===== config.mk =====
export PLATFORM = sky130hd
export DESIGN_NAME = inst_encoder
export DESIGN_NICKNAME = d
export VERILOG_FILES = /design/src/rtl/inst_encoder.sv
export SDC_FILE = /design/constraint.sdc
export NUM_CORES = 1
export LEC_CHECK = 0
export CAP_MARGIN = 20
export CORE_ASPECT_RATIO = 0.5
export CORE_MARGIN = 3
export CORE_UTILIZATION = 42
export CTS_CLUSTER_DIAMETER = 30
export DETAILED_ROUTE_END_ITERATION = 16
export GPL_TIMING_DRIVEN = 0
export HOLD_SLACK_MARGIN = 0.06
export PLACE_DENSITY_LB_ADDON = 0.12
export RECOVER_POWER = 50
export SLEW_MARGIN = 20
export SYNTH_ARGS = -nofsm -noshare
export SYNTH_HDL_FRONTEND = slang
export SYNTH_SLANG_ARGS = --single-unit

===== constraint.sdc =====
create_clock -name clk -period 1.95 [get_ports clk]
set_input_delay 0.39 -clock clk [delete_from_list [all_inputs] [get_ports clk]]
set_output_delay 0.39 -clock clk [all_outputs]
set_load 0.005 [all_outputs]

===== src/rtl/inst_encoder.sv =====
// rtl/inst_encoder.sv - encodes RISC-V style instructions into a one-entry holding register and writes them to memory
module inst_encoder #(
    parameter int ADDR_W    = 10,
    parameter int BASE_ADDR = 0
) (
    input  logic              clk,
    input  logic              reset_n,
    input  logic              clear,
    input  logic              req_valid,
    output logic              req_ready,
    input  logic [2:0]        req_fmt,
    input  logic [4:0]        req_rd,
    input  logic [4:0]        req_rs1,
    input  logic [4:0]        req_rs2,
    input  logic [2:0]        req_funct3,
    input  logic [31:0]       req_imm,
    output logic              mem_we,
    input  logic              mem_ready,
    output logic [ADDR_W-1:0] mem_addr,
    output logic [31:0]       mem_wdata,
    output logic              err,
    output logic [7:0]        err_count
);

    localparam logic [ADDR_W-1:0] BASE = ADDR_W'(BASE_ADDR);

    localparam logic [6:0] OP_LOAD = 7'b0000011;
    localparam logic [6:0] OP_ALU  = 7'b0010011;
    localparam logic [6:0] OP_S    = 7'b0100011;
    localparam logic [6:0] OP_B    = 7'b1100011;
    localparam logic [6:0] OP_J    = 7'b1101111;

    logic        hold_valid;
    logic        accept;
    logic        done;
    logic        legal;
    logic [31:0] enc;
    logic        fits12;
    logic        fits13;
    logic        fits21;

    // A value fits when every bit above the field's sign bit copies it
    assign fits12 = (&req_imm[31:11]) | ~(|req_imm[31:11]);
    assign fits13 = ((&req_imm[31:12]) | ~(|req_imm[31:12])) & ~req_imm[0];
    assign fits21 = ((&req_imm[31:20]) | ~(|req_imm[31:20])) & ~req_imm[0];

    always_comb begin
        enc   = '0;
        legal = 1'b0;
        case (req_fmt)
            3'd0: begin
                enc   = {req_imm[11:0], req_rs1, req_funct3, req_rd, OP_LOAD};
                legal = fits12;
            end
            3'd1: begin
                enc   = {req_imm[11:0], req_rs1, req_funct3, req_rd, OP_ALU};
                legal = fits12;
            end
            3'd2: begin
                enc   = {req_imm[11:5], req_rs2, req_rs1, req_funct3, req_imm[4:0], OP_S};
                legal = fits12;
            end
            3'd3: begin
                enc   = {req_imm[12], req_imm[10:5], req_rs2, req_rs1, req_funct3,
                         req_imm[4:1], req_imm[11], OP_B};
                legal = fits13;
            end
            3'd4: begin
                enc   = {req_imm[20], req_imm[10:1], req_imm[11], req_imm[19:12], req_rd, OP_J};
                legal = fits21;
            end
            default: begin
                enc   = '0;
                legal = 1'b0;
            end
        endcase
    end

    assign req_ready = reset_n && !clear && (!hold_valid || mem_ready);
    assign accept    = req_valid && req_ready;
    assign done      = hold_valid && mem_ready;
    assign mem_we    = hold_valid;

    always_ff @(posedge clk or negedge reset_n) begin
        if (!reset_n) begin
            hold_valid <= 1'b0;
            mem_addr   <= BASE;
            mem_wdata  <= '0;
            err        <= 1'b0;
            err_count  <= '0;
        end else if (clear) begin
            // clear wins over a completing write and any request on this edge
            hold_valid <= 1'b0;
            mem_addr   <= BASE;
        end else begin
            if (done) begin
                mem_addr <= mem_addr + ADDR_W'(4);
            end
            if (accept && legal) begin
                hold_valid <= 1'b1;
                mem_wdata  <= enc;
            end else if (done) begin
                hold_valid <= 1'b0;
            end
            if (accept && !legal) begin
                err <= 1'b1;
                if (err_count != 8'hFF) begin
                    err_count <= err_count + 8'd1;
                end
            end
        end
    end

endmodule


==> results.yml, run 1 <==
timing:
  worst_clock_skew_ps: 5.69
  timing_hold_violations_final: 0
  timing.max_slew.rel_slack: 0.411
  finalHoldWorstSlack_ps: 389
  period_utilisation_layout: 0.979
  tightestPinTransition_ps: 883
  finalCriticalPeriod_ps: 1910
  final-max-slew-violation-count: 0
  peak_freq_mhz: 524
  setup_viol: 0
setup_path:
  setup.worst_path.class: "input pin to flip-flop"
  worst_r2r_endpoint: "err_count[7]$_DFFE_PN0P_"
  setup.worst_path.end: "mem_wdata[24]$_DFFE_PN0P_"
  critical_path.startpoint: "req_imm[24]"
  worst_path_most_repeated_cell: "sky130_fd_sc_hd__buf_12"
  cp_cell_sequence: "buf_6 -> nand4_1 -> or3_4 -> o22ai_4 -> a21oi_4 -> nor2b_4 -> buf_12 -> buf_12 -> mux2_2"
  register_to_register_path_setup_slack_ps: 150
  critical_path_depth: 9
  slowest_stage: "sky130_fd_sc_hd__or3_4"
  reg2reg_from: "err_count[0]$_DFFE_PN0P_"
  cp-end-kind: "flip-flop"
  path_buf_inv: 3
  start_kind: "input pin"
  cp.arrival_ps: 2080
  worstPathRequired_ps: 2120
  r2r.worst_path.cells: 7
  worst_path_dominant_cell_family: "simple AND/OR/NAND/NOR gates"
  critPathMaxFanout: 5
  critPathMaxStageDelay_ps: 440
drt:
  first_iter_violations: 136
  drt-pass1-iter-count: 5
  detail_route.vias_per_cell: 5.16
  vias: 2226
  drcViolationCount: 0
  detail_route.wl_per_cell_um: 16.8
  dr.max_layer_used: "met4"
  finalWirelength_um: 7260
  sum_of_met2_wire_segment_lengths_after_detailed_routing_um: 3390
  wl_met1_um: 3290
  antenna_violating_nets_post_route: 0
  met3_wirelength_um: 455
logic_synthesis:
  synth_cell_type_count: 41
  yosys_most_used_dff: "sky130_fd_sc_hd__dfrtp_1"
  synth_area_leaders: "sky130_fd_sc_hd__dfrtp_1, sky130_fd_sc_hd__mux2_2, sky130_fd_sc_hd__a22o_1, sky130_fd_sc_hd__xnor2_1, sky130_fd_sc_hd__mux2_4"
  post-synth-top-count-cell: "sky130_fd_sc_hd__dfrtp_1"
  leading_post_synthesis_cells_by_instance_count: "sky130_fd_sc_hd__dfrtp_1, sky130_fd_sc_hd__mux2_2, sky130_fd_sc_hd__nand2_1"
  synth.yosys.warnings: 0
  netlist.top_cell.by_area: "sky130_fd_sc_hd__dfrtp_1"
  yosysSeqAreaShare: 0.477
  async_set_reset_flop_share_out_of_synthesis: 1.00
  number_of_enable_type_register_cells_in_the_synthesized_netlist: 0
  yosysTopAreaCellShare: 0.477
  yosys_register_bits: 48
  synth.avg_cell_area_um2: 11.1
  netlist_area_mm2: 0.00252
  syn-instance-count: 226
floorplan:
  initial_core_utilization: 0.447
  top_level_ports: 111
  chipWidth_um: 115
  die_h_um: 60.7
  core_area_mm2: 0.00563
  die_area_mm2: 0.00701
  row_count: 19
place:
  globalplace.congestion: 0.762
  dp.final_hpwl_um: 4820
  dpl-instance-area_mm2: 0.00369
  port-buffer-count: 105
layout:
  antennaDiodeCount: 0
  post-route-util: 0.737
  stdcell_area_mm2: 0.00415
  area_growth_pct: 65.1
  share_of_post_route_cells_with_drive_strength_above_1: 0.296
  num-fill-cells: 420
  nets: 417
grt:
  total_routing_resource_utilization_after_global_routing: 0.213
  antenna_violations_before_repair: 0
  grt_pass1_wl_um: 11400
  largest_net_degree_at_the_start_of_global_routing: 17
  grt_pass1_vias: 2312
  grt_overflow: 0
clock_network:
  cts-root-buf: "sky130_fd_sc_hd__clkbuf_16"
  cts_buffers: 5
  clkTransAtPathRegs_ps: 70
  cts-root-to-sink-buffers: 2
  clkSinkCount: 48
  h_tree_depth: 2
  worst_skew_late_latency_ps: 290
  cts_tree: "done"
run_status:
  outcome: "completed"
power_and_ir_drop:
  power.leakage_nw: 1.88
  total_power_mw: 2.42
  cellPowerDensity_mw_per_mm2: 584
  vdd_drop_max_mv: 0.594
flow_run:
  cap_viol_max_count: 0
hold_path:
  type_of_the_tightest_min_delay_check: "input pin to flip-flop"
==> layout make-up <==
cell class / count / area, µm² / area share
multi-input cells: 152 / 1320 / 0.319
repair buffers: 123 / 1200 / 0.290
flip-flops and latches: 48 / 1200 / 0.289
clock buffers: 7 / 143 / 0.0343
plain buffers: 16 / 141 / 0.0340
well taps: 73 / 91.3 / 0.0220
inverters: 11 / 41.3 / 0.00994
clock inverters: 1 / 7.51 / 0.00181
==> routing by layer <==
metal	GRT usage	vias up
met3	0.0558	11
met2	0.358	72
li1	-	1056
met5	0	-
met4	0.0719	0
met1	0.274	1087
==> worst register-to-register path, cell delays in order, from the launching register on <==
cell and delay (ps):
sky130_fd_sc_hd__dfrtp_1 420, sky130_fd_sc_hd__ha_1 220, sky130_fd_sc_hd__and3_1 190, sky130_fd_sc_hd__and3_1 220, sky130_fd_sc_hd__nand3_2 120, sky130_fd_sc_hd__and4_1 240, sky130_fd_sc_hd__nand4_1 120, sky130_fd_sc_hd__xnor2_1 150
==> power by group <==
part	internal [mW]	switching, mW
registers	1.04	0.0554
logic	0.267	0.168
clock network	0.512	0.378
==> flip-flops by register name (all words and copies together), names as in the netlist <==
| register | flops |
|---|---|
| mem_wdata | 30 |
| err_count | 8 |
| mem_addr | 8 |
| err | 1 |
| mem_we | 1 |
==> cell families after synthesis <==
group	synth area share
buf+inv	0.0627
mux	0.147
flops	0.477
fa+ha+maj	0.00994
xor+xnor	0.0453
compound gates	0.101
other cells	0.00149
simple gates	0.155
==> repair_timing <==
action / 4_1_cts / 5_1_grt
cloned: 3 / 1
pin swaps: 17 / 14
hold buffers: 2 / 0
gates resized for setup: 96 / 45
endpoints found under the setup margin: 40 / 30
buffers inserted: 10 / 3
hold endpoints to repair: 16 / 0
==> cells in the final DEF (no fill, tap or decap), types with 3 or more instances in the layout <==
cell type                         Yosys  routed
sky130_fd_sc_hd__clkbuf_16            0       6
sky130_fd_sc_hd__and4_1               4       4
sky130_fd_sc_hd__nand2_1             12      12
sky130_fd_sc_hd__a21oi_2              1       3
sky130_fd_sc_hd__dlygate4sd3_1        0      17
sky130_fd_sc_hd__dlygate4sd2_1        0       3
sky130_fd_sc_hd__clkdlybuf4s50_1      0      65
sky130_fd_sc_hd__a22o_1               8       8
sky130_fd_sc_hd__mux2i_1              4       4
sky130_fd_sc_hd__nor4_4               0       5
sky130_fd_sc_hd__buf_4                4      15
sky130_fd_sc_hd__mux2_4               4      13
sky130_fd_sc_hd__inv_1               11      11
sky130_fd_sc_hd__and3_1               5       5
sky130_fd_sc_hd__buf_2                3       9
sky130_fd_sc_hd__buf_6                5      11
sky130_fd_sc_hd__a31oi_1              3       3
sky130_fd_sc_hd__dfrtp_1             48      48
sky130_fd_sc_hd__nor2_1              10       9
sky130_fd_sc_hd__mux2_2              24      15
sky130_fd_sc_hd__nand4_1              8       8
sky130_fd_sc_hd__o21ai_0             11      11
sky130_fd_sc_hd__nor2b_1              5       5
sky130_fd_sc_hd__clkbuf_1             4       6
sky130_fd_sc_hd__buf_12               0       4
sky130_fd_sc_hd__xnor2_1              8       8
sky130_fd_sc_hd__clkbuf_2             0       5
sky130_fd_sc_hd__xor2_1               5       5
sky130_fd_sc_hd__nand3_1              7       5
==> worst min path at each step <==
stage                         start                        end  slack, ps  cells after the start
global route                  clear    mem_addr[5]$_DFFE_PN0P_        400                      2
floorplan                   reset_n            err$_DFFE_PN0P_         90                      0
finish                        clear    mem_addr[5]$_DFFE_PN0P_        390                      2
detailed placement          reset_n    mem_addr[7]$_DFFE_PN0P_        340                      1
global placement    err$_DFFE_PN0P_            err$_DFFE_PN0P_        440                      1
CTS                         reset_n  mem_wdata[30]$_DFFE_PN0P_        170                      2
==> metrics by stage <==
stage,setup slack [ps],instances,TNS [ps]
2_1_floorplan,3.48,227,0
3_3_place_gp,-2030,405,-118250
3_5_place_dp,-686,406,-23620
4_1_cts,1.87,429,0
5_1_grt,-0.610,431,-0.610
6_report,41.8,431,0
(Power assumes the default switching activity.)
==> inputs of run 2 (changes only) <==
--- a/config.mk
+++ b/config.mk
@@ -5,12 +5,13 @@
 export SDC_FILE = /design/constraint.sdc
 export NUM_CORES = 1
 export LEC_CHECK = 0
-export CAP_MARGIN = 20
+export CAP_MARGIN = 10
 export CORE_ASPECT_RATIO = 0.5
 export CORE_MARGIN = 3
 export CORE_UTILIZATION = 42
 export CTS_CLUSTER_DIAMETER = 30
 export DETAILED_ROUTE_END_ITERATION = 16
+export GPL_ROUTABILITY_DRIVEN = 0
 export GPL_TIMING_DRIVEN = 0
 export HOLD_SLACK_MARGIN = 0.06
 export PLACE_DENSITY_LB_ADDON = 0.12
==> results of run 2 <==
The final DEF is identical to that of run 1; final timing and power are the same.
